<file path="src/rtl/fifo_arbiter_rr.sv">
// N-channel entry merger: per-channel slot buffers feed one OUT_W FIFO write port,
// sending each BEATS-word entry contiguously under round-robin or fixed priority.

module fifo_arb_slot #(
    parameter int IN_W       = 480,
    parameter int SLOT_DEPTH = 2
) (
    input  logic            clk,
    input  logic            rst,
    input  logic [IN_W-1:0] wdata,
    input  logic            push,
    input  logic            pop,
    output logic [IN_W-1:0] head,
    output logic            full,
    output logic            nonempty,
    output logic            single,
    output logic            overflow
);
    localparam int PW   = (SLOT_DEPTH > 1) ? $clog2(SLOT_DEPTH) : 1;
    localparam int CNTW = $clog2(SLOT_DEPTH + 1);

    logic [IN_W-1:0] mem [SLOT_DEPTH];
    logic [PW-1:0]   wr_ptr, rd_ptr;
    logic [CNTW-1:0] count;
    logic            wr_en;

    function automatic logic [PW-1:0] wrap_inc(input logic [PW-1:0] p);
        return (p == PW'(SLOT_DEPTH - 1)) ? '0 : p + PW'(1);
    endfunction

    // full comes from the registered count, so a push racing a pop is still dropped
    assign full     = (count == CNTW'(SLOT_DEPTH));
    assign nonempty = (count != '0);
    assign single   = (count == CNTW'(1));
    assign wr_en    = push & ~full;
    assign head     = mem[rd_ptr];

    always_ff @(posedge clk) begin
        if (rst) begin
            wr_ptr   <= '0;
            rd_ptr   <= '0;
            count    <= '0;
            overflow <= 1'b0;
        end else begin
            if (wr_en) wr_ptr <= wrap_inc(wr_ptr);
            if (pop)   rd_ptr <= wrap_inc(rd_ptr);
            case ({wr_en, pop})
                2'b10:   count <= count + CNTW'(1);
                2'b01:   count <= count - CNTW'(1);
                default: count <= count;
            endcase
            if (push && full) overflow <= 1'b1;
        end
    end

    always_ff @(posedge clk) begin
        if (wr_en) mem[wr_ptr] <= wdata;
    end
endmodule

module fifo_arbiter_rr #(
    parameter  int NUM_CH     = 2,
    parameter  int OUT_W      = 240,
    parameter  int BEATS      = 2,
    parameter  int SLOT_DEPTH = 2,
    parameter  int RR_MODE    = 1,
    localparam int IN_W       = OUT_W * BEATS,
    localparam int CW         = (NUM_CH > 1) ? $clog2(NUM_CH) : 1
) (
    input  logic                   clk,
    input  logic                   rst,
    input  logic [NUM_CH*IN_W-1:0] in_data,
    input  logic [NUM_CH-1:0]      in_push,
    output logic [NUM_CH-1:0]      in_full,
    output logic [NUM_CH-1:0]      overflow,
    output logic [OUT_W-1:0]       out_data,
    output logic                   out_push,
    output logic                   out_last,
    output logic [CW-1:0]          out_ch,
    input  logic                   out_full,
    output logic                   busy
);
    localparam int BW = (BEATS > 1) ? $clog2(BEATS) : 1;

    typedef enum logic {IDLE, SEND} state_t;

    typedef struct packed {
        logic             push;
        logic             last;
        logic [CW-1:0]    ch;
        logic [OUT_W-1:0] data;
    } beat_t;

    state_t                       state, state_n;
    logic [CW-1:0]                grant, grant_n, rr_ptr, rr_n;
    logic [BW-1:0]                beat, beat_n;
    beat_t                        out_q, out_n;
    logic [NUM_CH-1:0]            req, single, pop, req_rearb;
    logic [NUM_CH-1:0][IN_W-1:0]  head;

    for (genvar c = 0; c < NUM_CH; c++) begin : g_ch
        fifo_arb_slot #(.IN_W(IN_W), .SLOT_DEPTH(SLOT_DEPTH)) u_slot (
            .clk      (clk),
            .rst      (rst),
            .wdata    (in_data[c*IN_W +: IN_W]),
            .push     (in_push[c]),
            .pop      (pop[c]),
            .head     (head[c]),
            .full     (in_full[c]),
            .nonempty (req[c]),
            .single   (single[c]),
            .overflow (overflow[c])
        );
    end

    function automatic logic [CW-1:0] arb(input logic [NUM_CH-1:0] r, input logic [CW-1:0] p);
        logic [CW-1:0] sel;
        logic          found;
        int            j;
        sel   = '0;
        found = 1'b0;
        for (int i = 0; i < NUM_CH; i++) begin
            j = (RR_MODE != 0) ? (int'(p) + i) % NUM_CH : i;
            if (!found && r[j]) begin
                sel   = CW'(j);
                found = 1'b1;
            end
        end
        return sel;
    endfunction

    always_comb begin
        state_n   = state;
        grant_n   = grant;
        beat_n    = beat;
        rr_n      = rr_ptr;
        pop       = '0;
        req_rearb = req;
        out_n      = out_q;
        out_n.push = 1'b0;
        out_n.last = 1'b0;
        case (state)
            IDLE: begin
                if (|req && !out_full) begin
                    grant_n = arb(req, rr_ptr);
                    beat_n  = '0;
                    state_n = SEND;
                end
            end
            SEND: begin
                if (!out_full) begin
                    out_n.push = 1'b1;
                    out_n.ch   = grant;
                    out_n.data = head[grant][int'(beat)*OUT_W +: OUT_W];
                    out_n.last = (beat == BW'(BEATS - 1));
                    if (out_n.last) begin
                        pop[grant] = 1'b1;
                        if (RR_MODE != 0)
                            rr_n = (grant == CW'(NUM_CH - 1)) ? '0 : grant + CW'(1);
                        // re-arbitrate as if the popped entry were already gone
                        req_rearb[grant] = ~single[grant];
                        if (|req_rearb) begin
                            grant_n = arb(req_rearb, rr_n);
                            beat_n  = '0;
                        end else begin
                            state_n = IDLE;
                        end
                    end else begin
                        beat_n = beat + BW'(1);
                    end
                end
            end
            default: state_n = IDLE;
        endcase
    end

    always_ff @(posedge clk) begin
        if (rst) begin
            state  <= IDLE;
            grant  <= '0;
            beat   <= '0;
            rr_ptr <= '0;
            out_q  <= '0;
        end else begin
            state  <= state_n;
            grant  <= grant_n;
            beat   <= beat_n;
            rr_ptr <= rr_n;
            out_q  <= out_n;
        end
    end

    assign out_push = out_q.push;
    assign out_last = out_q.last;
    assign out_ch   = out_q.ch;
    assign out_data = out_q.data;
    assign busy     = (|req) | (state == SEND);
endmodule
</file>
<file path="config.mk">
export PLATFORM = sky130hd
export DESIGN_NAME = fifo_arbiter_rr
export DESIGN_NICKNAME = d
export VERILOG_FILES = /design/src/rtl/fifo_arbiter_rr.sv
export SDC_FILE = /design/constraint.sdc
export NUM_CORES = 2
export LEC_CHECK = 0
export ABC_AREA = 1
export CAP_MARGIN = 0
export CELL_PAD_IN_SITES_DETAIL_PLACEMENT = 0
export CELL_PAD_IN_SITES_GLOBAL_PLACEMENT = 1
export CORE_ASPECT_RATIO = 0.75
export CORE_UTILIZATION = 39
export DETAILED_ROUTE_END_ITERATION = 6
export PLACE_DENSITY = 0.78
export SLEW_MARGIN = 20
export SYNTH_ARGS = -nofsm -noshare
export SYNTH_HDL_FRONTEND = slang
export SYNTH_HIERARCHICAL = 1
export SYNTH_SLANG_ARGS = --single-unit
export TNS_END_PERCENT = 50
</file>
<file path="constraint.sdc">
create_clock -name clk -period 22.1 [get_ports clk]
set_input_delay 2.21 -clock clk [delete_from_list [all_inputs] [get_ports clk]]
set_output_delay 2.21 -clock clk [all_outputs]
set_load 0.01 [all_outputs]
</file>
==> flow_metrics.py <==
metrics = {
    "status": {
        "status": "finished, violations left",
        "violations": "design-rule violations",
    },
    "global_routing": {
        "track_usage": 0.232,
        "grt.overflow.total": 0,
        "grt_max_degree": 184,
        "first_global_vias": 58000,
        "antenna_found_initial": 145,
        "grt_pass1_wl_um": 393000,
    },
    "cells_and_area": {
        "area_growth_pct": 23.7,
        "fin_nets": 10300,
        "layout.cells.non_filler": 12600,
        "drive_above_1_share": 0.0443,
        "n_fill_cell": 20200,
    },
    "route": {
        "ant_nets": 0,
        "vias_per_cell": 4.94,
        "wl_per_cell_um": 22.1,
        "drtIter0Drc": 5653,
        "firstDrtPassIters": 7,
        "wl_um": 278000,
        "drc": 1,
        "via_count": 62200,
    },
    "placed_design": {
        "place_congestion": 0.872,
        "port_buffers": 1212,
        "hpwl_um": 185000,
        "place_inst": 12100,
        "preCtsSetupSlack_ps": 14580,
    },
    "logic_synthesis": {
        "synth_area_leaders": "edfxtp_1 65%, nor2_1 6.1%, dfxtp_1 5.8%",
        "syn_area_per_cell_sq_um": 10.8,
        "synth_cell_types": 21,
        "synth_warnings": 6,
        "synth_area_sq_um": 89100,
        "synth_edf_count": 1920,
        "synth_area_leader_cell": "edfxtp_1",
        "synthCells": 8261,
        "ys.flop_type": "edfxtp_1",
        "synth.most_common_cell": "edfxtp_1",
        "synth_seq_area_share": 0.705,
        "async_flop_share": 0,
        "netlist_top_cells_count": "1,920 x edfxtp_1, 1,457 x nor2_1, 1,226 x nand2_1",
        "syn-num-nets": 9234,
        "ys_seq_elements": 2179,
        "synth_top_cell_area_share": 0.647,
    },
    "sta": {
        "fin_tns_setup_ps": 0,
        "period_share": 0.299,
        "hold_viol_final": 0,
        "finClkSkew_ps": 91.8,
        "tightest_slew_ps": 1170,
        "max_slew_margin": 0.218,
        "setup_violations": 0,
        "min_period_ps": 6610,
        "fmax_mhz": 151,
        "grt_setup_unrepaired": "no",
        "fin_ws_ps": 15490,
        "slew_violations": 0,
    },
    "die": {
        "die_h_um": 416,
        "die_area_sq_um": 230000,
        "num_rows": 151,
        "start_util": 0.393,
        "pin_count": 1213,
        "core_sq_um": 227000,
        "die_w_um": 554,
    },
    "clock_tree": {
        "cts_tree": "done",
        "ctsRootBufferMaster": "clkbuf_16",
        "hold_buffers": 0,
        "cts.path.max_buffers": 4,
        "path_clk_slew_ps": 60,
        "cts_setup_buffers": 0,
        "htreeDepth": 4,
        "postCtsResizedCells": 0,
        "cts_inserted_buffers": 221,
        "clock-sinks": 2179,
        "clkLatencyLatePin_ps": 900,
    },
    "critical_path": {
        "end_kind": "register",
        "worst_ep_required_time_ps": 22560,
        "crit_fanout": 67,
        "path_class": "in2reg",
        "startpoint": "in_push[0]",
        "r2r_start": "g_ch[0].u_slot/count[0]",
        "critPathLaunchType": "input port",
        "crit_arrival_ps": 7070,
    },
    "pwr": {
        "p_leak_nw": 41.5,
        "power_mw": 9.69,
        "power_density_nw_per_um2": 87.9,
        "ir_worst_vdd_v": 0.0000636,
    },
    "hold_path": {
        "min_path_type": "reg2reg",
        "hp-start": "rr_ptr",
    },
    "flow_run": {
        "cap_violations": 0,
    },
}
-- placed cells by master, fill, tap and decap left out, drive strengths merged --
cell	netlist	final
clkinvlp	0	8
nand3	247	247
dfxtp	259	259
clkbuf	167	312
a211oi	1	1
edfxtp	1920	1920
clkinv	0	60
nand3b	1	1
a21oi	12	12
xnor2	2	2
bufinv	0	18
nor2	1458	1458
o21ai	1445	1445
nand2	1226	1226
ha	8	8
clkdlybuf4s50	0	1211
diode	0	98
buf	287	77
inv	1228	1234
-- flip-flops by register name, summed over array words and instances, names as in the netlist, 2 cells and up, named ones only --
register and flops:
g_ch.u_slot/wr_ptr 2, g_ch.u_slot/overflow 2, g_ch.u_slot/mem 1920, out_data 240, g_ch.u_slot/rd_ptr 2, g_ch.u_slot/count 4
-- power by group --
| group | switching, mW | internal (mW) | total, mW | leakage [nW] |
|---|---|---|---|---|
| clock network | 1.59 | 2.16 | 3.75 | 3.54 |
| logic | 0.648 | 0.386 | 1.03 | 18.0 |
| registers | 0.0924 | 4.81 | 4.90 | 20.0 |
-- routing by layer --
layer,vias to the layer above,track usage,part of all wire
met2,2224,0.387,0.49
li1,29300,-,-
met4,62,0.111,0.046
met5,-,0,0.0014
met1,30000,0.290,0.39
met3,540,0.0474,0.074
-- worst max-delay path, stage by stage --
cell and delay, ps:
clkdlybuf4s50_1 560, nand2_1 140, nor2_4 760, buf_4 640, buf_4 850, buf_4 800
buf_4 810
-- logic make-up (layout without fill, tap and decap cells) --
family | count (synthesis) | in the layout | share of synthesized area
AO/OA/AOI/OAI | 1458 | 1458 | 0.0819
buffers and inverters | 1682 | 2920 | 0.0846
adder cells (fa/ha/maj) | 8 | 8 | 0.00112
AND/OR/NAND/NOR | 2932 | 2932 | 0.127
XOR/XNOR | 2 | 2 | 0.000197
flip-flops | 2179 | 2179 | 0.705
other | 0 | 98 | 0
-- through the flow --
step	area [sq um]	hold slack, ps	util
5_1_grt	110000	500	0.486
4_1_cts	110000	479	0.486
6_report	110000	478	0.487
3_5_place_dp	103000	462	0.454
2_1_floorplan	89100	444	-
3_3_place_gp	103000	461	0.454
-- final timing paths --
path,slack (ps),endpoint,cells after the start
setup / recovery,15490,g_ch[0].u_slot/mem[0][273],7
hold / removal,480,rr_ptr,2
setup reg to reg,16640,g_ch[0].u_slot/mem[0][273],9
hold reg to reg,480,rr_ptr,2
-- final cells by class --
cell class              count  area (sq um)  share of cell area
flip-flops and latches   2179         62900               0.570
multi-input cells        4400         18800               0.170
well taps                2983          3730              0.0339
diodes                     98           245             0.00222
inverters                1228          4640              0.0421
repair buffers           1288         12800               0.116
clock inverters            92          1010             0.00920
clock buffers             312          6190              0.0562
(Power assumes the default switching activity.)
